<file path="src/rtl/tb4004_pkg.sv">
// Shared definitions for the register-file access sequencer: opcodes and FSM state encoding.
package tb4004_pkg;

  localparam logic [2:0] OP_LD  = 3'd0;
  localparam logic [2:0] OP_XCH = 3'd1;
  localparam logic [2:0] OP_INC = 3'd2;
  localparam logic [2:0] OP_ISZ = 3'd3;
  localparam logic [2:0] OP_FIM = 3'd4;
  localparam logic [2:0] OP_SRC = 3'd5;
  localparam logic [2:0] OP_ADD = 3'd6;
  localparam logic [2:0] OP_SUB = 3'd7;

  typedef enum logic [1:0] {
    StIdle  = 2'd0,
    StRead  = 2'd1,
    StWrite = 2'd2,
    StResp  = 2'd3
  } seq_state_e;

endpackage

</file>
<file path="src/rtl/reg_alu4.sv">
// Combinational result logic for single-register ops: write data, accumulator, carry and skip.
module reg_alu4
  import tb4004_pkg::*;
(
  input  logic [2:0] op_i,
  input  logic [3:0] r_i,
  input  logic [3:0] acc_i,
  input  logic       carry_i,
  output logic       reg_we_o,
  output logic [3:0] reg_din_o,
  output logic [3:0] acc_o,
  output logic       carry_o,
  output logic       skip_o
);

  logic [3:0] r_inc;
  logic [4:0] add_sum;
  logic [4:0] sub_sum;

  assign r_inc   = r_i + 4'd1;
  assign add_sum = {1'b0, acc_i} + {1'b0, r_i} + {4'd0, carry_i};
  // Subtract as add of complements; carry out of 1 means no borrow.
  assign sub_sum = {1'b0, acc_i} + {1'b0, ~r_i} + {4'd0, ~carry_i};

  always_comb begin
    reg_we_o  = 1'b0;
    reg_din_o = 4'd0;
    acc_o     = acc_i;
    carry_o   = carry_i;
    skip_o    = 1'b0;
    unique case (op_i)
      OP_LD:  acc_o = r_i;
      OP_XCH: begin
        reg_we_o  = 1'b1;
        reg_din_o = acc_i;
        acc_o     = r_i;
      end
      OP_INC: begin
        reg_we_o  = 1'b1;
        reg_din_o = r_inc;
      end
      OP_ISZ: begin
        reg_we_o  = 1'b1;
        reg_din_o = r_inc;
        skip_o    = (r_inc != 4'd0);
      end
      OP_ADD: {carry_o, acc_o} = add_sum;
      OP_SUB: {carry_o, acc_o} = sub_sum;
      default: ;
    endcase
  end

endmodule

</file>
<file path="src/rtl/reg_access_seq.sv">
// Fixed-latency sequencer driving the 16x4 register file for register-operand instructions.
module reg_access_seq
  import tb4004_pkg::*;
(
  input  logic       clk,
  input  logic       rstN,
  input  logic       cmdValid,
  output logic       cmdReady,
  input  logic [2:0] cmdOp,
  input  logic [3:0] cmdIdx,
  input  logic [3:0] cmdAcc,
  input  logic       cmdCarry,
  input  logic [7:0] cmdImm,
  output logic       regWe,
  output logic [3:0] regAddr,
  output logic [3:0] regDin,
  output logic       pairWe,
  output logic [3:0] pairAddr,
  output logic [7:0] pairDin,
  input  logic [3:0] regDout,
  input  logic [7:0] pairDout,
  output logic       rspValid,
  input  logic       rspReady,
  output logic [3:0] rspAcc,
  output logic       rspCarry,
  output logic [7:0] rspPair,
  output logic       rspSkip
);

  seq_state_e state_q, state_d;
  logic [2:0] op_q, op_d;
  logic [3:0] acc_q, acc_d;
  logic       carry_q, carry_d;
  logic [7:0] imm_q, imm_d;
  logic       reg_we_q, reg_we_d;
  logic       pair_we_q, pair_we_d;
  logic [3:0] reg_addr_q, reg_addr_d;
  logic [3:0] pair_addr_q, pair_addr_d;
  logic [3:0] reg_din_q, reg_din_d;
  logic [7:0] pair_din_q, pair_din_d;
  logic [3:0] rsp_acc_q, rsp_acc_d;
  logic       rsp_carry_q, rsp_carry_d;
  logic [7:0] rsp_pair_q, rsp_pair_d;
  logic       rsp_skip_q, rsp_skip_d;

  logic       alu_reg_we;
  logic [3:0] alu_reg_din;
  logic [3:0] alu_acc;
  logic       alu_carry;
  logic       alu_skip;

  // Fed straight from the file's read port so the strobe can be registered for the WRITE cycle.
  reg_alu4 u_alu (
    .op_i      (op_q),
    .r_i       (regDout),
    .acc_i     (acc_q),
    .carry_i   (carry_q),
    .reg_we_o  (alu_reg_we),
    .reg_din_o (alu_reg_din),
    .acc_o     (alu_acc),
    .carry_o   (alu_carry),
    .skip_o    (alu_skip)
  );

  always_comb begin
    state_d     = state_q;
    op_d        = op_q;
    acc_d       = acc_q;
    carry_d     = carry_q;
    imm_d       = imm_q;
    reg_we_d    = 1'b0;
    pair_we_d   = 1'b0;
    reg_addr_d  = reg_addr_q;
    pair_addr_d = pair_addr_q;
    reg_din_d   = reg_din_q;
    pair_din_d  = pair_din_q;
    rsp_acc_d   = rsp_acc_q;
    rsp_carry_d = rsp_carry_q;
    rsp_pair_d  = rsp_pair_q;
    rsp_skip_d  = rsp_skip_q;
    unique case (state_q)
      StIdle: begin
        if (cmdValid) begin
          op_d        = cmdOp;
          acc_d       = cmdAcc;
          carry_d     = cmdCarry;
          imm_d       = cmdImm;
          reg_addr_d  = cmdIdx;
          pair_addr_d = {cmdIdx[3:1], 1'b0};
          state_d     = StRead;
        end
      end
      StRead: begin
        reg_we_d    = alu_reg_we;
        pair_we_d   = (op_q == OP_FIM);
        if (alu_reg_we) reg_din_d = alu_reg_din;
        if (op_q == OP_FIM) pair_din_d = imm_q;
        rsp_acc_d   = alu_acc;
        rsp_carry_d = alu_carry;
        rsp_skip_d  = alu_skip;
        rsp_pair_d  = (op_q == OP_FIM) ? imm_q :
                      (op_q == OP_SRC) ? pairDout : 8'd0;
        state_d     = StWrite;
      end
      StWrite: state_d = StResp;
      StResp:  if (rspReady) state_d = StIdle;
      default: state_d = StIdle;
    endcase
  end

  always_ff @(posedge clk or negedge rstN) begin
    if (!rstN) begin
      state_q     <= StIdle;
      op_q        <= OP_LD;
      acc_q       <= 4'd0;
      carry_q     <= 1'b0;
      imm_q       <= 8'd0;
      reg_we_q    <= 1'b0;
      pair_we_q   <= 1'b0;
      reg_addr_q  <= 4'd0;
      pair_addr_q <= 4'd0;
      reg_din_q   <= 4'd0;
      pair_din_q  <= 8'd0;
      rsp_acc_q   <= 4'd0;
      rsp_carry_q <= 1'b0;
      rsp_pair_q  <= 8'd0;
      rsp_skip_q  <= 1'b0;
    end else begin
      state_q     <= state_d;
      op_q        <= op_d;
      acc_q       <= acc_d;
      carry_q     <= carry_d;
      imm_q       <= imm_d;
      reg_we_q    <= reg_we_d;
      pair_we_q   <= pair_we_d;
      reg_addr_q  <= reg_addr_d;
      pair_addr_q <= pair_addr_d;
      reg_din_q   <= reg_din_d;
      pair_din_q  <= pair_din_d;
      rsp_acc_q   <= rsp_acc_d;
      rsp_carry_q <= rsp_carry_d;
      rsp_pair_q  <= rsp_pair_d;
      rsp_skip_q  <= rsp_skip_d;
    end
  end

  assign cmdReady = (state_q == StIdle);
  assign rspValid = (state_q == StResp);
  assign regWe    = reg_we_q;
  assign pairWe   = pair_we_q;
  assign regAddr  = reg_addr_q;
  assign pairAddr = pair_addr_q;
  assign regDin   = reg_din_q;
  assign pairDin  = pair_din_q;
  assign rspAcc   = rsp_acc_q;
  assign rspCarry = rsp_carry_q;
  assign rspPair  = rsp_pair_q;
  assign rspSkip  = rsp_skip_q;

endmodule
</file>
<file path="config.mk">
export PLATFORM = sky130hd
export DESIGN_NAME = reg_access_seq
export DESIGN_NICKNAME = d
export VERILOG_FILES = /design/src/rtl/tb4004_pkg.sv /design/src/rtl/reg_alu4.sv /design/src/rtl/reg_access_seq.sv
export SDC_FILE = /design/constraint.sdc
export NUM_CORES = 1
export LEC_CHECK = 0
export ABC_CLOCK_PERIOD_IN_PS = 3600
export BUFFER_PORTS_ARGS = -buffer_cell sky130_fd_sc_hd__buf_4
export CAP_MARGIN = 15
export CORE_ASPECT_RATIO = 1.25
export CORE_MARGIN = 2
export CORE_UTILIZATION = 55
export DETAILED_ROUTE_END_ITERATION = 6
export PLACE_DENSITY = 0.82
export SLEW_MARGIN = 25
export SYNTH_ARGS = -nofsm -noshare
export SYNTH_HDL_FRONTEND = slang
export SYNTH_SLANG_ARGS = --single-unit
</file>
<file path="constraint.sdc">
create_clock -name clk -period 3.6 [get_ports clk]
set_input_delay 0.54 -clock clk [delete_from_list [all_inputs] [get_ports clk]]
set_output_delay 0.54 -clock clk [all_outputs]
set_load 0.01 [all_outputs]
</file>
==> summary.txt, run 1 <==
Outcome
  • Status: complete, no violations

Global routing
  • Largest net degree at the start of global routing: 51
  • Antenna violations before repair: 0
  • Global-route wire length before repair: 9473 um
  • Vias in the first global route: 1,998
  • Total congestion overflow: 0
  • Total GRT Usage: 23.74%

Place
  • Routability cong.: 0.8885
  • Pre-CTS WS: 1.239 ns
  • Port buffer count: 72
  • Detailed placement HPWL: 3997 um

Yosys
  • Share of the synthesized area in the top cell type: between 40 and 50%
  • Compound-gate portion of the synthesized area: 11.74%
  • Multiplexer share of the synthesized area: under 10%
  • Post-synth cell types: 41
  • Mean Syn Cell Area: 10.80 um^2
  • Synth warn: 0
  • Synth Net Count: 289
  • #FFs+latches synth: 50
  • Cells after Synth: roughly 240
  • Seq/Total Area, Yosys: 49.31%
  • Area leader, netlist: dfrtp_1
  • Ys flop type: dfrtp_1
  • Synth Area in Adders: approximately a tenth
  • Main combinational cell family by area after synthesis: simple AND/OR/NAND/NOR gates
  • Async SR Flop Fraction: 100.0%
  • XOR/XNOR Fraction of Synth Area: around 1.0%
  • Post-synth EDFFs: 0
  • Post-Synth Simple-Gate Area: between 10% and 20%
  • Leading post-synthesis cells by cell area: dfrtp_1 (49%), mux2_2 (8.9%), ha_1 (6.9%)
  • Post-Syn Area: 2537 um^2

Layout
  • P&R area growth vs syn: 25.94%
  • Core Util, Final: 72.21%
  • Antenna diode count: 0
  • # nets final: about 360
  • Fill cells: approximately 350
  • Layout cells sized above 1: a little under two fifths

Power and ir drop
  • Cell Pwr Density: between 800 and 900 nW/um^2
  • Worst vdd ir: 0.4767 mV
  • Leakage: 1.629 nW
  • Pwr Total: 2.678 mW

Critical path
  • Crit Path Max Fanout: 4
  • Setup crit start kind: flop
  • Crit path DAT: 2.31 ns
  • CP required: 3.80 ns
  • Top delay family on crit path: adder cells
  • Crit path buffers/inverters: 1
  • Crit path top cell by count: fa_1
  • Endpoint type of the worst setup path: flop
  • FF-to-FF Start: acc_q[0]$_DFFE_PN0P_
  • Worst Setup Path Type: flop to flop
  • CP max-delay cell: fa_1
  • R2r endpoint: rspAcc[2]$_DFFE_PN0P_
  • R2R setup slack: between 1 and 1.5 ns
  • Worst Reg-to-Reg Cells: 7
  • Critical path's largest stage delay: 0.44 ns
  • Worst path cell trace: inv_1 > fa_1 > fa_1 > mux2i_1 > xnor2_1 > o21ai_0 > a22o_1

STA
  • Min setup slack post-route: 1.487 ns
  • Final setup viols: 0
  • Slew Limit Fails: 0
  • Rel. slew slack: between 40% and 50%
  • Final Hold Vio Count: 0
  • Fmax: 473.2 MHz
  • TNS Setup: 0 ns
  • Fin crit period: 2.113 ns
  • Worst-Margin Slew: 0.8628 ns
  • Period Utilization, post-route: 58.70%
  • RSZ-0062 raised after global routing: false
  • Worst Skew: 0.007866 ns

Clock network
  • Number of gates resized after CTS: 0
  • CTS Root Cell: clkbuf_8
  • Clk_lat worst skew: about 0.30 ns
  • CTS buffer count: 5
  • Clk slew on worst S/H paths: 0.10 ns
  • H-tree depth: 2
  • Clk buf depth: 2
  • Sinks on Clock Net: 50
  • Post-CTS Setup Bufs: 0
  • CTS tree: built
  • Hold-fix buffers, CTS: 0

Detailed routing
  • Vias: 1,930
  • Drt total wl: approximately 5600 um
  • 1st-iter DRT viols: 163
  • Residual DRC count: 0
  • Routed wire per std cell: 15.42 um
  • DR pass1 iterations: 4
  • Final antenna-violating net count: 0
  • Vias per cell: 5.346

Job
  • Max Cap Viol: 0

Floorplanning
  • Die X: 64.75 um
  • Die height: 79.94 um
  • Number of core rows: 27
  • Ports: 74
  • Initial core utilization: 57.34%
  • Die Area: roughly 5200 um^2
  • Core area: approximately 4400 um^2

Worst hold path
  • Worst hold path type: input pin to asynchronous set/reset pin
power breakdown:
group	leakage [nW]	internal, mW	switching [mW]
sequential	0.624	0.803	0.208
combinational	0.949	0.634	0.626
clock	0.0563	0.212	0.196
cell usage after synthesis, types with 2 or more instances:
| cell type | number |
|---|---|
| dfrtp_1 | 50 |
| nand2_1 | 43 |
| mux2_2 | 20 |
| inv_1 | 16 |
| ha_1 | 14 |
| o21ai_0 | 13 |
| a21oi_1 | 9 |
| a22oi_1 | 9 |
| nor2b_1 | 7 |
| buf_2 | 4 |
| buf_4 | 4 |
| fa_1 | 4 |
| nand2_2 | 4 |
| clkbuf_1 | 3 |
| a211oi_1 | 2 |
| a221oi_1 | 2 |
| a31o_2 | 2 |
| nand3_1 | 2 |
| nand3_2 | 2 |
| nor2_1 | 2 |
| or3_1 | 2 |
| xnor2_1 | 2 |
layout make-up:
class                      instances  area, um^2  share of cell area, %
inverter                          17       68.82                  2.153
timing repair buffer              72       540.5                  16.91
multi-input combinational        156        1145                  35.83
clock inverter                     3       48.80                  1.527
sequential                        50        1251                  39.15
tap                               58       72.57                  2.271
clock buffer                       5       68.82                  2.153
metal layers:
layer | share of wire [%] | wire length [um] | up-vias | GRT usage [%]
met1 | 41 | 2257 | 922 | 31.24
met2 | 51 | 2861 | 82 | 39.48
met4 | 1.2 | 68 | 0 | 6.383
li1 | - | - | 918 | -
met3 | 6.8 | 379 | 8 | 5.360
met5 | 0 | 0 | - | 0
sequential cells by signal, indices dropped and copies added, names as in the netlist:
| name | flops |
|---|---|
| rspSkip | 1 |
| op_q | 3 |
| state_q | 2 |
| regDin | 4 |
| pairWe | 1 |
| rspPair | 8 |
| regAddr | 4 |
| rspAcc | 4 |
| acc_q | 4 |
| regWe | 1 |
| carry_q | 1 |
| pairDin | 8 |
| imm_q | 8 |
| rspCarry | 1 |
how the worst max path moves through the flow:
stage | depth (start not counted) | to | start | slack (ns)
final | 7 | rspAcc[2]$_DFFE_PN0P_ | acc_q[0]$_DFFE_PN0P_ | 1.49
after detailed placement | 6 | rspAcc[1]$_DFFE_PN0P_ | regDout[0] | 1.24
after CTS | 7 | rspAcc[2]$_DFFE_PN0P_ | acc_q[0]$_DFFE_PN0P_ | 1.48
after floorplan | 5 | rspAcc[1]$_DFFE_PN0P_ | regDout[0] | 1.49
after global placement | 6 | rspAcc[1]$_DFFE_PN0P_ | regDout[0] | 1.30
after global routing | 7 | rspAcc[3]$_DFFE_PN0P_ | state_q[1]$_DFFE_PN0P_ | 1.29
cells in the final DEF, fill, tap and decap left out, types with 2 or more instances in the layout:
master / count
buf_4: 72
dfrtp_1: 50
nand2_1: 43
mux2_2: 20
inv_1: 16
ha_1: 14
o21ai_0: 13
a21oi_1: 9
a22oi_1: 9
nor2b_1: 7
clkbuf_8: 5
nand2_2: 4
fa_1: 4
or3_1: 2
nand3_1: 2
xnor2_1: 2
a211oi_1: 2
nor2_1: 2
a221oi_1: 2
a31o_2: 2
nand3_2: 2
kinds of logic (layout without fill, tap and decap cells):
group                    Yosys count  in the layout
flip-flops                        50             50
adder cells (fa/ha/maj)           18             18
AND/OR/NAND/NOR                   68             68
multiplexers                      21             21
other                              1              1
AO/OA/AOI/OAI                     45             45
buffers and inverters             29             97
XOR/XNOR                           3              3
metrics by stage:
stage | instance area, um^2 | instances | hold WS, ns
6_report | 3196 | 361 | 0.2365
2_1_floorplan | 2537 | 235 | 0.2444
3_5_place_dp | 3078 | 353 | 0.4646
4_1_cts | 3196 | 361 | 0.2659
3_3_place_gp | 3078 | 353 | 0.4604
5_1_grt | 3196 | 361 | 0.2877
Power figures use the tool's default switching activity.
==> run 2: changes to the inputs <==
--- a/config.mk
+++ b/config.mk
@@ -5,14 +5,14 @@
 export SDC_FILE = /design/constraint.sdc
 export NUM_CORES = 1
 export LEC_CHECK = 0
-export ABC_CLOCK_PERIOD_IN_PS = 3600
+export ABC_CLOCK_PERIOD_IN_PS = 2000
 export BUFFER_PORTS_ARGS = -buffer_cell sky130_fd_sc_hd__buf_4
 export CAP_MARGIN = 15
 export CORE_ASPECT_RATIO = 1.25
 export CORE_MARGIN = 2
-export CORE_UTILIZATION = 55
+export CORE_UTILIZATION = 52
 export DETAILED_ROUTE_END_ITERATION = 6
-export PLACE_DENSITY = 0.82
+export PLACE_DENSITY = 0.78
 export SLEW_MARGIN = 25
 export SYNTH_ARGS = -nofsm -noshare
 export SYNTH_HDL_FRONTEND = slang
==> constraint.sdc (replaced) <==
create_clock -name clk -period 2 [get_ports clk]
set_input_delay 0.3 -clock clk [delete_from_list [all_inputs] [get_ports clk]]
set_output_delay 0.3 -clock clk [all_outputs]
set_load 0.01 [all_outputs]
==> summary.txt, run 2 (synthesis results as in run 1) <==
Outcome
  • Status: complete, no violations (unchanged)

Clock network
  • CTS Root Cell: clkbuf_8 (unchanged)
  • Hold-fix buffers, CTS: 0 (unchanged)
  • Clk buf depth: 2 (unchanged)
  • Clk slew on worst S/H paths: 0.10 ns (about the same)
  • CTS tree: built (unchanged)
  • H-tree depth: 2 (unchanged)
  • CTS buffer count: 5 (unchanged)
  • Clk_lat worst skew: 0.30 ns (about the same)
  • Sinks on Clock Net: 50 (unchanged)

Global routing
  • Largest net degree at the start of global routing: 51 (unchanged)
  • Antenna violations before repair: 0 (unchanged)
  • Met3 Track Usage GR: 5.420% (was 5.360%)
  • Total GRT Usage: 22.72% (was 23.74%)
  • Global-route wire length before repair: 9321 um (was 9473 um)
  • Total congestion overflow: 0 (unchanged)
  • Met1 Use GR: 28.28% (was 31.24%)
  • Gr busiest metal: met2 (unchanged)
  • Vias in the first global route: 1,992 (was 1,998)
  • GR met2 Demand/Resource: 38.40% (was 39.48%)

Detailed routing
  • Vias per cell: 5.310 (was 5.346)
  • Final antenna-violating net count: 0 (unchanged)
  • Routed wire per std cell: 15.07 um (was 15.42 um)
  • Drt total wl: 5637 um (was 5567 um)
  • Vias: 1,986 (was 1,930)
  • Residual DRC count: 0 (unchanged)
  • DR pass1 iterations: 4 (unchanged)
  • 1st-iter DRT viols: 128 (was 163)

Critical path
  • Endpoint type of the worst setup path: flop (unchanged)
  • Setup crit start kind: flop (unchanged)
  • Worst Setup Path Type: flop to flop (unchanged)
  • Crit Path Max Fanout: 3 (was 4)
  • Crit path DAT: 2.14 ns (was 2.31 ns)
  • CP required: 2.21 ns (was 3.80 ns)
  • Worst Reg-to-Reg Cells: 5 (was 7)

Layout
  • Most frequent cells in the layout: buf_4 (83), dfrtp_1 (50), nand2_1 (43), mux2_2 (20), inv_1 (15) (was buf_4 (72), dfrtp_1 (50), nand2_1 (43), mux2_2 (20), inv_1 (16))
  • Core Util, Final: 69.55% (was 72.21%)
  • P&R area growth vs syn: 29.63% (was 25.94%)
  • Layout cells sized above 1: 40.76% (was 36.96%)
  • Antenna diode count: 0 (unchanged)
  • # nets final: 367 (was 356)
  • Most common cell after layout, fill and taps aside: buf_4 (unchanged)

STA
  • Slew Limit Fails: 0 (unchanged)
  • Fin crit period: 1.940 ns (was 2.113 ns)
  • Worst-Margin Slew: 0.6304 ns (was 0.8628 ns)
  • Rel. slew slack: 57.98% (was 42.34%)
  • Worst hold margin: 0.009194 ns (was 0.2365 ns)
  • Period Utilization, post-route: 96.99% (was 58.70%)
  • RSZ-0062 raised after global routing: true (was false)
  • Worst Skew: 0.006969 ns (was 0.007866 ns)
  • Final Hold Vio Count: 0 (unchanged)
  • Fmax: 515.5 MHz (was 473.2 MHz)
  • Final setup viols: 0 (unchanged)
  • TNS Setup: 0 ns (unchanged)

Floorplanning
  • Core area: 4730 um^2 (was 4425 um^2)
  • Initial core utilization: 53.65% (was 57.34%)
  • Die height: 82.10 um (was 79.94 um)
  • Ports: 74 (unchanged)
  • Die X: 66.48 um (was 64.75 um)
  • Number of core rows: 28 (was 27)
  • Die Area: 5458 um^2 (was 5176 um^2)

Worst hold path
  • Worst hold path type: input pin to asynchronous set/reset pin (unchanged)

Power and ir drop
  • Worst vdd ir: 0.7489 mV (was 0.4767 mV)
  • Cell Pwr Density: 1512 nW/um^2 (was 838.1 nW/um^2)
  • Leakage: 1.682 nW (was 1.629 nW)

Place
  • Routability cong.: 0.9905 (was 0.8885)
  • Detailed placement HPWL: 4226 um (was 3997 um)
  • Port buffer count: 72 (unchanged)

Job
  • Max Cap Viol: 0 (unchanged)
## run 2: changes by cell type in the layout (fill, tap and decap cells not counted)
cell,previous run,this run
inv_6,0,1
inv_2,0,1
fa_1,4,1
a221oi_2,1,2
o21ai_0,13,11
clkinvlp_4,1,0
fa_2,0,3
clkinv_2,0,1
o21ai_1,0,2
buf_4,72,83
a221oi_1,2,1
inv_1,16,15
inv_8,1,0
## run 2: power by group
part           switching, mW  internal, mW
clock network          0.352         0.375
registers              0.328          1.45
logic                   1.21          1.26
total                   1.89          3.08
## run 2: final cells by class
cell class	instances	area (um^2)
clock buffer	5	68.82
timing repair buffer	83	623.1
clock inverter	3	43.79
fill	396	1440
sequential	50	1251
inverter	17	68.82
tap	60	75.07
multi-input combinational	156	1159
## run 2: through the flow
step | total power [mW] | instance area [um^2] | setup slack (ns) | std cells
2_1_floorplan | 3.270 | 2537 | 0.05232 | 235
3_3_place_gp | 4.106 | 3156 | -0.03294 | 365
3_5_place_dp | 4.208 | 3156 | -0.07649 | 365
4_1_cts | 4.968 | 3283 | 0.03705 | 374
5_1_grt | 5.393 | 3289 | 0.001101 | 374
6_report | 4.972 | 3289 | 0.06016 | 374
## run 2: worst max-delay path, cell delays in order (launching register included)
cell and delay (ns):
dfrtp_1 0.44, fa_2 0.40, fa_1 0.45, a221oi_2 0.22, o21ai_1 0.09, a31o_2 0.24
## run 2: final timing paths
check / startpoint / endpoint / slack, ns
setup reg to reg: acc_q[0]$_DFFE_PN0P_ / rspAcc[1]$_DFFE_PN0P_ / 0.06
hold / removal: rstN / rspAcc[3]$_DFFE_PN0P_ / 0.009
min in group clk: pairDout[5] / rspPair[5]$_DFFE_PN0P_ / 0.20
setup / recovery: acc_q[0]$_DFFE_PN0P_ / rspAcc[1]$_DFFE_PN0P_ / 0.06
max in group asynchronous: rstN / pairDin[4]$_DFFE_PN0P_ / 1.57
hold reg to reg: pairDin[0]$_DFFE_PN0P_ / pairDin[0]$_DFFE_PN0P_ / 0.49
## run 2: per-layer routing
layer | routed length [um] | part of all wire, %
met1 | 2310 | 41
met2 | 2869 | 51
met3 | 327 | 5.8
met4 | 130 | 2.3
met5 | 0 | 0
## run 2: what timing repair did
item / 4_1_cts / 5_1_grt
gates resized for setup: 3 / 4
pin swaps: 0 / 0
buffers inserted: 1 / 0
setup endpoints to repair: 2 / 2
